**config.mk**
```make
export PLATFORM = sky130hd
export DESIGN_NAME = button_debounce
export DESIGN_NICKNAME = d
export VERILOG_FILES = /design/src/rtl/btn_pkg.sv /design/src/rtl/debounce_channel.sv /design/src/rtl/button_debounce.sv
export SDC_FILE = /design/constraint.sdc
export NUM_CORES = 1
export LEC_CHECK = 0
export ABC_AREA = 1
export CORE_MARGIN = 5
export CORE_UTILIZATION = 55
export CTS_CLUSTER_SIZE = 16
export DETAILED_ROUTE_END_ITERATION = 12
export PLACE_DENSITY = 0.76
export SYNTH_ARGS = -nofsm -noshare
export SYNTH_HDL_FRONTEND = slang
export SYNTH_SLANG_ARGS = --single-unit
```
**constraint.sdc**
```tcl
create_clock -name clk_i -period 3.85 [get_ports clk_i]
set_clock_uncertainty 0.2 [all_clocks]
set_input_delay 0.5775 -clock clk_i [delete_from_list [all_inputs] [get_ports clk_i]]
set_output_delay 0.5775 -clock clk_i [all_outputs]
set_load 0.02 [all_outputs]
```
**src/rtl/btn_pkg.sv**
```systemverilog
// Shared definitions for the push-button input path.
// Holds default parameter values, the counter-width helper and the channel state type.
// Imported by debounce_channel and button_debounce.
package btn_pkg;

  localparam int N_BTN_DEF           = 4;
  localparam int DEBOUNCE_CYCLES_DEF = 1000;
  localparam int CNT_W_DEF           = 8;

  // Counter must be able to hold values up to DEBOUNCE_CYCLES.
  function automatic int ctr_width(input int cycles);
    return $clog2(cycles + 1);
  endfunction

  // Channel state, mainly so waveforms read as IDLE/PENDING instead of raw bits.
  typedef enum logic {
    IDLE    = 1'b0,
    PENDING = 1'b1
  } chan_state_e;

endpackage

```
**src/rtl/debounce_channel.sv**
```systemverilog
// Purpose : one button bit -- 2-flop synchroniser, stability counter, clean level, strobes.
// Latency : a clean input step reaches btn_o 2 + DEBOUNCE_CYCLES rising edges later.
// Ports   : clk_i/rst_i (sync, active-high), btn_i raw level, btn_o debounced level,
//           press_o/release_o 1-cycle strobes aligned with the btn_o change,
//           press_nxt_o combinational preview of press_o for the shared press counter.
module debounce_channel
  import btn_pkg::*;
#(
  parameter int DEBOUNCE_CYCLES = DEBOUNCE_CYCLES_DEF
) (
  input  logic clk_i,
  input  logic rst_i,
  input  logic btn_i,
  output logic btn_o,
  output logic press_o,
  output logic release_o,
  output logic press_nxt_o
);

  localparam int                CTR_W = ctr_width(DEBOUNCE_CYCLES);
  localparam logic [CTR_W-1:0]  LAST  = CTR_W'(DEBOUNCE_CYCLES - 1);

  logic             s1_q, s2_q;
  logic             lvl_q;
  logic             press_q, release_q;
  logic [CTR_W-1:0] cnt_q;
  chan_state_e      state_q;
  logic             accept_w;

  // Synchroniser; s2_q is the only sample the debouncer looks at.
  always_ff @(posedge clk_i) begin
    if (rst_i) begin
      s1_q <= 1'b0;
      s2_q <= 1'b0;
    end else begin
      s1_q <= btn_i;
      s2_q <= s1_q;
    end
  end

  // cnt_q is 0 in IDLE, so with DEBOUNCE_CYCLES == 1 (LAST == 0) the very
  // first differing sample is accepted; otherwise acceptance happens on the
  // DEBOUNCE_CYCLES-th consecutive differing sample.
  assign accept_w    = (s2_q != lvl_q) && (cnt_q == LAST);
  assign press_nxt_o = accept_w && s2_q;

  always_ff @(posedge clk_i) begin
    if (rst_i) begin
      state_q   <= IDLE;
      cnt_q     <= '0;
      lvl_q     <= 1'b0;
      press_q   <= 1'b0;
      release_q <= 1'b0;
    end else begin
      press_q   <= 1'b0;
      release_q <= 1'b0;
      if (accept_w) begin
        lvl_q     <= s2_q;
        press_q   <= s2_q;
        release_q <= ~s2_q;
        cnt_q     <= '0;
        state_q   <= IDLE;
      end else begin
        case (state_q)
          IDLE: begin
            if (s2_q != lvl_q) begin
              cnt_q   <= CTR_W'(1);
              state_q <= PENDING;
            end
          end
          PENDING: begin
            if (s2_q == lvl_q) begin
              // Input fell back before it was stable long enough: glitch.
              cnt_q   <= '0;
              state_q <= IDLE;
            end else begin
              cnt_q <= cnt_q + CTR_W'(1);
            end
          end
          default: begin
            cnt_q   <= '0;
            state_q <= IDLE;
          end
        endcase
      end
    end
  end

  assign btn_o     = lvl_q;
  assign press_o   = press_q;
  assign release_o = release_q;

endmodule

```
**src/rtl/button_debounce.sv**
```systemverilog
// Purpose : synchronise and debounce N_BTN raw buttons; clean levels, strobes, press count.
// Latency : btn_o/press_o/release_o follow a clean step after 2 + DEBOUNCE_CYCLES edges;
//           press_count_o updates in the same cycle the press strobes are high.
// Ports   : clk_i, rst_i (sync, active-high), btn_i raw levels, btn_o debounced levels,
//           press_o/release_o per-channel strobes, press_count_o wrapping press total.
module button_debounce
  import btn_pkg::*;
#(
  parameter int N_BTN           = N_BTN_DEF,
  parameter int DEBOUNCE_CYCLES = DEBOUNCE_CYCLES_DEF,
  parameter int CNT_W           = CNT_W_DEF
) (
  input  logic             clk_i,
  input  logic             rst_i,
  input  logic [N_BTN-1:0] btn_i,
  output logic [N_BTN-1:0] btn_o,
  output logic [N_BTN-1:0] press_o,
  output logic [N_BTN-1:0] release_o,
  output logic [CNT_W-1:0] press_count_o
);

  logic [N_BTN-1:0] press_nxt;
  logic [CNT_W-1:0] press_pop;
  logic [CNT_W-1:0] press_count_d, press_count_q;

  for (genvar g = 0; g < N_BTN; g++) begin : g_chan
    debounce_channel #(
      .DEBOUNCE_CYCLES(DEBOUNCE_CYCLES)
    ) u_chan (
      .clk_i      (clk_i),
      .rst_i      (rst_i),
      .btn_i      (btn_i[g]),
      .btn_o      (btn_o[g]),
      .press_o    (press_o[g]),
      .release_o  (release_o[g]),
      .press_nxt_o(press_nxt[g])
    );
  end

  // Use the next-cycle press vector so the count lands together with the strobes.
  always_comb begin
    press_pop = '0;
    for (int i = 0; i < N_BTN; i++) begin
      press_pop = press_pop + CNT_W'(press_nxt[i]);
    end
    press_count_d = press_count_q + press_pop;  // wraps silently
  end

  always_ff @(posedge clk_i) begin
    if (rst_i) begin
      press_count_q <= '0;
    end else begin
      press_count_q <= press_count_d;
    end
  end

  assign press_count_o = press_count_q;

endmodule

```
## Word-level counts from Yosys, hierarchy flattened

Cells that the tools add are included.

| storage, ports and cells | value |
|---|---|
| flip-flop bits (word level) | 72 |
| input port bits | 6 |
| output and inout bits | 20 |

| operators by class | value |
|---|---|
| $add $sub $neg | 8 |
| eq/ne operators | 16 |
| multiplexer cells | 24 |
| bitwise gates (word level) | 12 |
| reduce and logical (&&, ||, !) cells | 16 |

Operators by type and width:

| kind | count |
|---|---|
| 10-bit two-way mux | 8 |
| 10-bit one-hot mux with 2 select lines | 4 |
| 10-bit by 1-bit adder with 10-bit output, second input constant | 4 |
| 10-bit equality test, second input constant | 4 |
| 2-bit OR reduction | 8 |
| 1-bit inverter | 12 |
| 8-bit by 4-bit adder with 8-bit output | 1 |
| 1-bit logical AND | 8 |
| 1-bit two-way mux | 8 |
| 2-bit by 1-bit inequality test with 1-bit output, second input constant | 4 |
| 1-bit one-hot mux with 2 select lines | 4 |
| 3-bit by 1-bit adder with 4-bit output | 1 |
| 1-bit equality test | 4 |
| 1-bit inequality test | 4 |
| 2-bit by 1-bit adder with 3-bit output | 1 |
| 1-bit by 1-bit adder with 2-bit output | 1 |

## Depth between registers and ports, before layout

| logic depth | value |
|---|---|
| depth in word-level cells | 7 |
| depth in mapped cells | 15 |
| mapped depth without buffers | 15 |

## Modules after synthesis

From an unflattened synthesis, not the netlist that was laid out.

| second synthesis, totals | value |
|---|---|
| cell total of the unflattened synthesis | 550 |
| area, all modules | 3616.0 um^2 |

By module, submodules not included:

| module | times used | cells each | area each (um^2) | seq. area each (um^2) |
|---|---|---|---|---|
| debounce_channel | 4 | 125 | 803.3 | 320.3 |
| button_debounce | 1 | 50 | 402.9 | 160.2 |

## Least setup slack after synthesis

No wires, ideal clock.

| timing | value |
|---|---|
| kind | register to register |
| start | register g_chan[0].u_chan.cnt_q[0] |
| end | register press_count_q[6] (netlist: press_count_o[6]) |
| setup time | 128 ps |
| arrival time | 2511 ps |
| setup slack | 1011 ps |
| cell stages (with the launch flop) | 16 |
| path through | dfxtp_1 > ha_1 > nand2_1 > inv_1 > nand3_1 > nor2_1 > nand4_1 > fa_1 > fa_1 > inv_1 > fa_1 > nand2_1 > inv_1 > nand3_1 > xor2_1 > nor2_1 |

| between the ends | value |
|---|---|
| cells in the longest elaborated chain, start to end | 7 |

Ends and longest elaborated chain:

| element | RTL line | text |
|---|---|---|
| start, declared | debounce_channel.sv:26 | `logic [CTR_W-1:0] cnt_q;` |
| start signal, assigned | debounce_channel.sv:77 | `cnt_q <= cnt_q + CTR_W'(1);` |
| 10-bit equality test | debounce_channel.sv:44 | `assign accept_w = (s2_q != lvl_q) && (cnt_q == LAST);` |
| 1-bit logical AND | debounce_channel.sv:44 |  |
| 1-bit logical AND | debounce_channel.sv:45 | `assign press_nxt_o = accept_w && s2_q;` |
| 1-bit by 1-bit adder with 2-bit output | button_debounce.sv:44 | `press_pop = press_pop + CNT_W'(press_nxt[i]);` |
| 2-bit by 1-bit adder with 3-bit output | button_debounce.sv:44 |  |
| 3-bit by 1-bit adder with 4-bit output | button_debounce.sv:44 |  |
| 8-bit by 4-bit adder with 8-bit output | button_debounce.sv:46 | `press_count_d = press_count_q + press_pop;` |
| end signal, assigned | button_debounce.sv:53 | `press_count_q <= press_count_d;` |
| end, declared | button_debounce.sv:24 | `logic [CNT_W-1:0] press_count_d, press_count_q;` |

No other way between the ends.
A chain may end at the register's enable or synchronous reset.

## Worst setup path in the final report

Ends and elaborated chain as after synthesis.

==> results by group <==
CTS
  – CTS tree: done
  – CTS Buffer Depth: 2
  – # resized after CTS: 0
  – Clock Latency Late Sink: between 300 and 400 ps
  – Worst-path clk slew: around 70 ps
  – CTS buffer count: 9
  – H-tree depth: 3
  – Clk sinks: slightly above 70
  – Cts hold-fix bufs: 0
  – CTS root buf: clkbuf_8
  – # Post-CTS Setup Buffers: 0

Detailed routing
  – Post-route DRC: 0
  – Antenna Violating Nets Remaining: 0
  – DR vias: approximately 2,900
  – Post-Route WL: ~6600 microns
  – DRT Pass-1 Iters: 4
  – Initial DRC Count: a little under 100
  – Via density: approximately 5
  – Wirelength per Cell: 11.34 microns

Hold path
  – HP Class: register to register

Logic synthesis
  – Seq/Total Area, Yosys: slightly above 40%
  – EDFF count, synth: 0
  – Post-synthesis mux area share: 0%
  – YS warnings: 0
  – Ys async rst share: 0%
  – Synth Area in Adders: under 10%
  – Complex-gate fraction of the synthesized area: under 10%
  – Post-Syn Instances: 488
  – Seq cells post-synth: 72
  – Xor/xnor share of the synthesized area: 5.191%
  – Post-Synth Simple-Gate Area: approximately 36%
  – Synth cell types: 25
  – Synth Net Count: around 500
  – Top_reg_cell synth: dfxtp_1
  – Main combinational cell family by area after synthesis: simple AND/OR/NAND/NOR gates
  – Syn Area/Cell: a little over 7 sq um
  – Post-Syn Area: between 0.003 and 0.004 sq mm

STA
  – Achievable Freq: 326.8 MHz
  – Crit path time final: roughly 3000 ps
  – Period Utilization, post-route: a little under 80%
  – Final hold vios: 0
  – Final setup violation count: 0
  – RSZ-0062 raised after global routing: no
  – Rel. slew slack: 42.37%
  – Worst slew pin tran: ~860 ps
  – Final Max Tran Viols: 0
  – Final setup TNS: 0 ps

Global routing
  – Overall routing resource usage: 17.15%
  – Initial antenna violation count: 0
  – Congestion Overflow GR: 0
  – First-pass GRT wire length: approximately 12,000 microns
  – Largest net degree at the start of global routing: 22
  – Vias in the first global route: around 2,700

Floorplanning
  – Core ar.: about 0.0063 sq mm
  – Die area: 0.008148 sq mm
  – Site row count: 29
  – Die Ht: roughly 90 microns
  – Io pins: 26
  – Die width: 90.27 microns
  – Initial Util: 56.12%

Run status
  – Outcome: complete, no violations

Pwr
  – Logic gate share of total power: 3.8%
  – Internal power: roughly 1.0 mW
  – Flop pwr share: a little under three fifths
  – Static leakage: between 1.5 and 2 nW
  – Worst VDD drop: about 220 uV
  – NetSw: ~0.31 mW
  – Pwr dens: approximately 340 mW/mm^2
  – Clk network pwr share: 39.4%
  – Switch share: between 20% and 30%

Final layout
  – Layout cells sized above 1: between 10% and 20%
  – Fin nets: 519
  – Final core area utilization: 62.29%
  – Ant. Diodes: 0
  – Most common cell after layout, fill and taps aside: nand2_1
  – Commonest cells after routing, fill and taps aside: 98 x nand2_1, 80 x nor2_1, 72 x dfxtp_1
  – Layout area overhead: 10.98%

Critical path
  – WS Path Type: register to register
  – Crit path arrival time: between 3000 and 4000 ps
  – Worst Setup Start Kind: register
  – WP data required: 3880 ps
  – Worst Path Max Fanout: 4
  – CP Capture Type: register

Placed design
  – Gpl congestion: approximately 0.87
  – IO buf count: 25
  – DP HPWL: about 4800 microns

Job
  – Max_cap viols: 0
-- cell families after synthesis --
group,count (synthesis)
AOI/OAI and AO/OA,27
buffers and inverters,87
and+or+nand+nor,273
DFF,72
adders and majority gates,8
xor gates and xnor gates,21
-- Yosys cell counts (3+ instances only) --
master / n / area [sq um]
a21oi_1: 12 / 60.06
buf_4: 16 / 120.1
dfxtp_1: 72 / 1441
fa_1: 3 / 60.06
ha_1: 5 / 62.56
inv_1: 63 / 236.5
inv_2: 4 / 15.01
nand2_1: 98 / 367.9
nand2_2: 12 / 75.07
nand3_1: 45 / 225.2
nand3_4: 4 / 70.07
nand4_1: 11 / 68.82
nor2_1: 80 / 300.3
nor2_2: 11 / 68.82
nor3_1: 5 / 25.02
o21ai_0: 13 / 65.06
or2_2: 3 / 18.77
xor2_1: 21 / 183.9
-- metal layers --
metal,track usage (%),vias to the layer above,part of all wire (%)
met2,27.50,33,45
met5,0,-,0
met1,21.71,1273,49
li1,-,1534,-
met3,3.167,13,3.2
met4,9.305,0,2.3
-- worst max-delay path, cell delays in order (launching register included) --
cell and delay [ps]:
dfxtp_1 370, ha_1 180, nand2_1 90, inv_1 80, nand3_1 70, nor2_1 140, nand4_1 160, fa_1 520
fa_1 420, inv_1 90, fa_1 180, nand2_1 50, inv_1 90, nand3_1 90, xor2_1 150, nor2_1 50
-- power by group through the flow --
stage	sequential (mW)	clock [mW]	combinational, mW
6_report	0.760	0.528	0.0506
5_1_grt	0.761	0.578	0.0572
4_1_cts	0.760	0.541	0.0513
3_5_place_dp	0.777	0	0.0507
3_3_place_gp	0.777	0	0.0497
2_1_floorplan	0.773	0	0.0402
-- stage by stage --
stage	instance area, sq um	hold WS (ps)	setup slack, ps	instances	power [mW]
global placement	3760	188.4	891.9	571	0.8266
finish	3933	198.1	789.8	586	1.339
detailed placement	3760	198.0	797.6	571	0.8280
floorplan	3543	188.3	1011	488	0.8134
global route	3933	223.0	491.9	586	1.397
CTS	3933	203.1	776.0	586	1.353
-- cell type report --
type	instances	area [sq um]
timing repair buffer	26	257.7
fill	580	2381
clock buffer	12	155.1
tap	77	96.34
clock inverter	3	17.52
multi-input combinational	329	1713
sequential	72	1441
inverter	67	251.5
-- registers in the layout (all words and copies together) (netlist names) --
| signal | flops |
|---|---|
| press_count_o | 8 |
| g_chan.u_chan.btn_o | 4 |
| g_chan.u_chan.cnt_q | 40 |
| g_chan.u_chan.state_q | 4 |
| g_chan.u_chan.release_o | 4 |
| g_chan.u_chan.s2_q | 4 |
| g_chan.u_chan.s1_q | 4 |
| g_chan.u_chan.press_o | 4 |
-- worst paths after layout --
check	cells past startpoint	from	end	slack [ps]
worst max-delay path	15	g_chan[0].u_chan.cnt_q[0]	press_count_o[6]	790
worst min-delay path	2	g_chan[1].u_chan.s1_q	g_chan[1].u_chan.s2_q	200
worst max register to register	15	g_chan[0].u_chan.cnt_q[0]	press_count_o[6]	790
worst min register to register	2	g_chan[1].u_chan.s1_q	g_chan[1].u_chan.s2_q	200
Power figures use the tool's default switching activity.
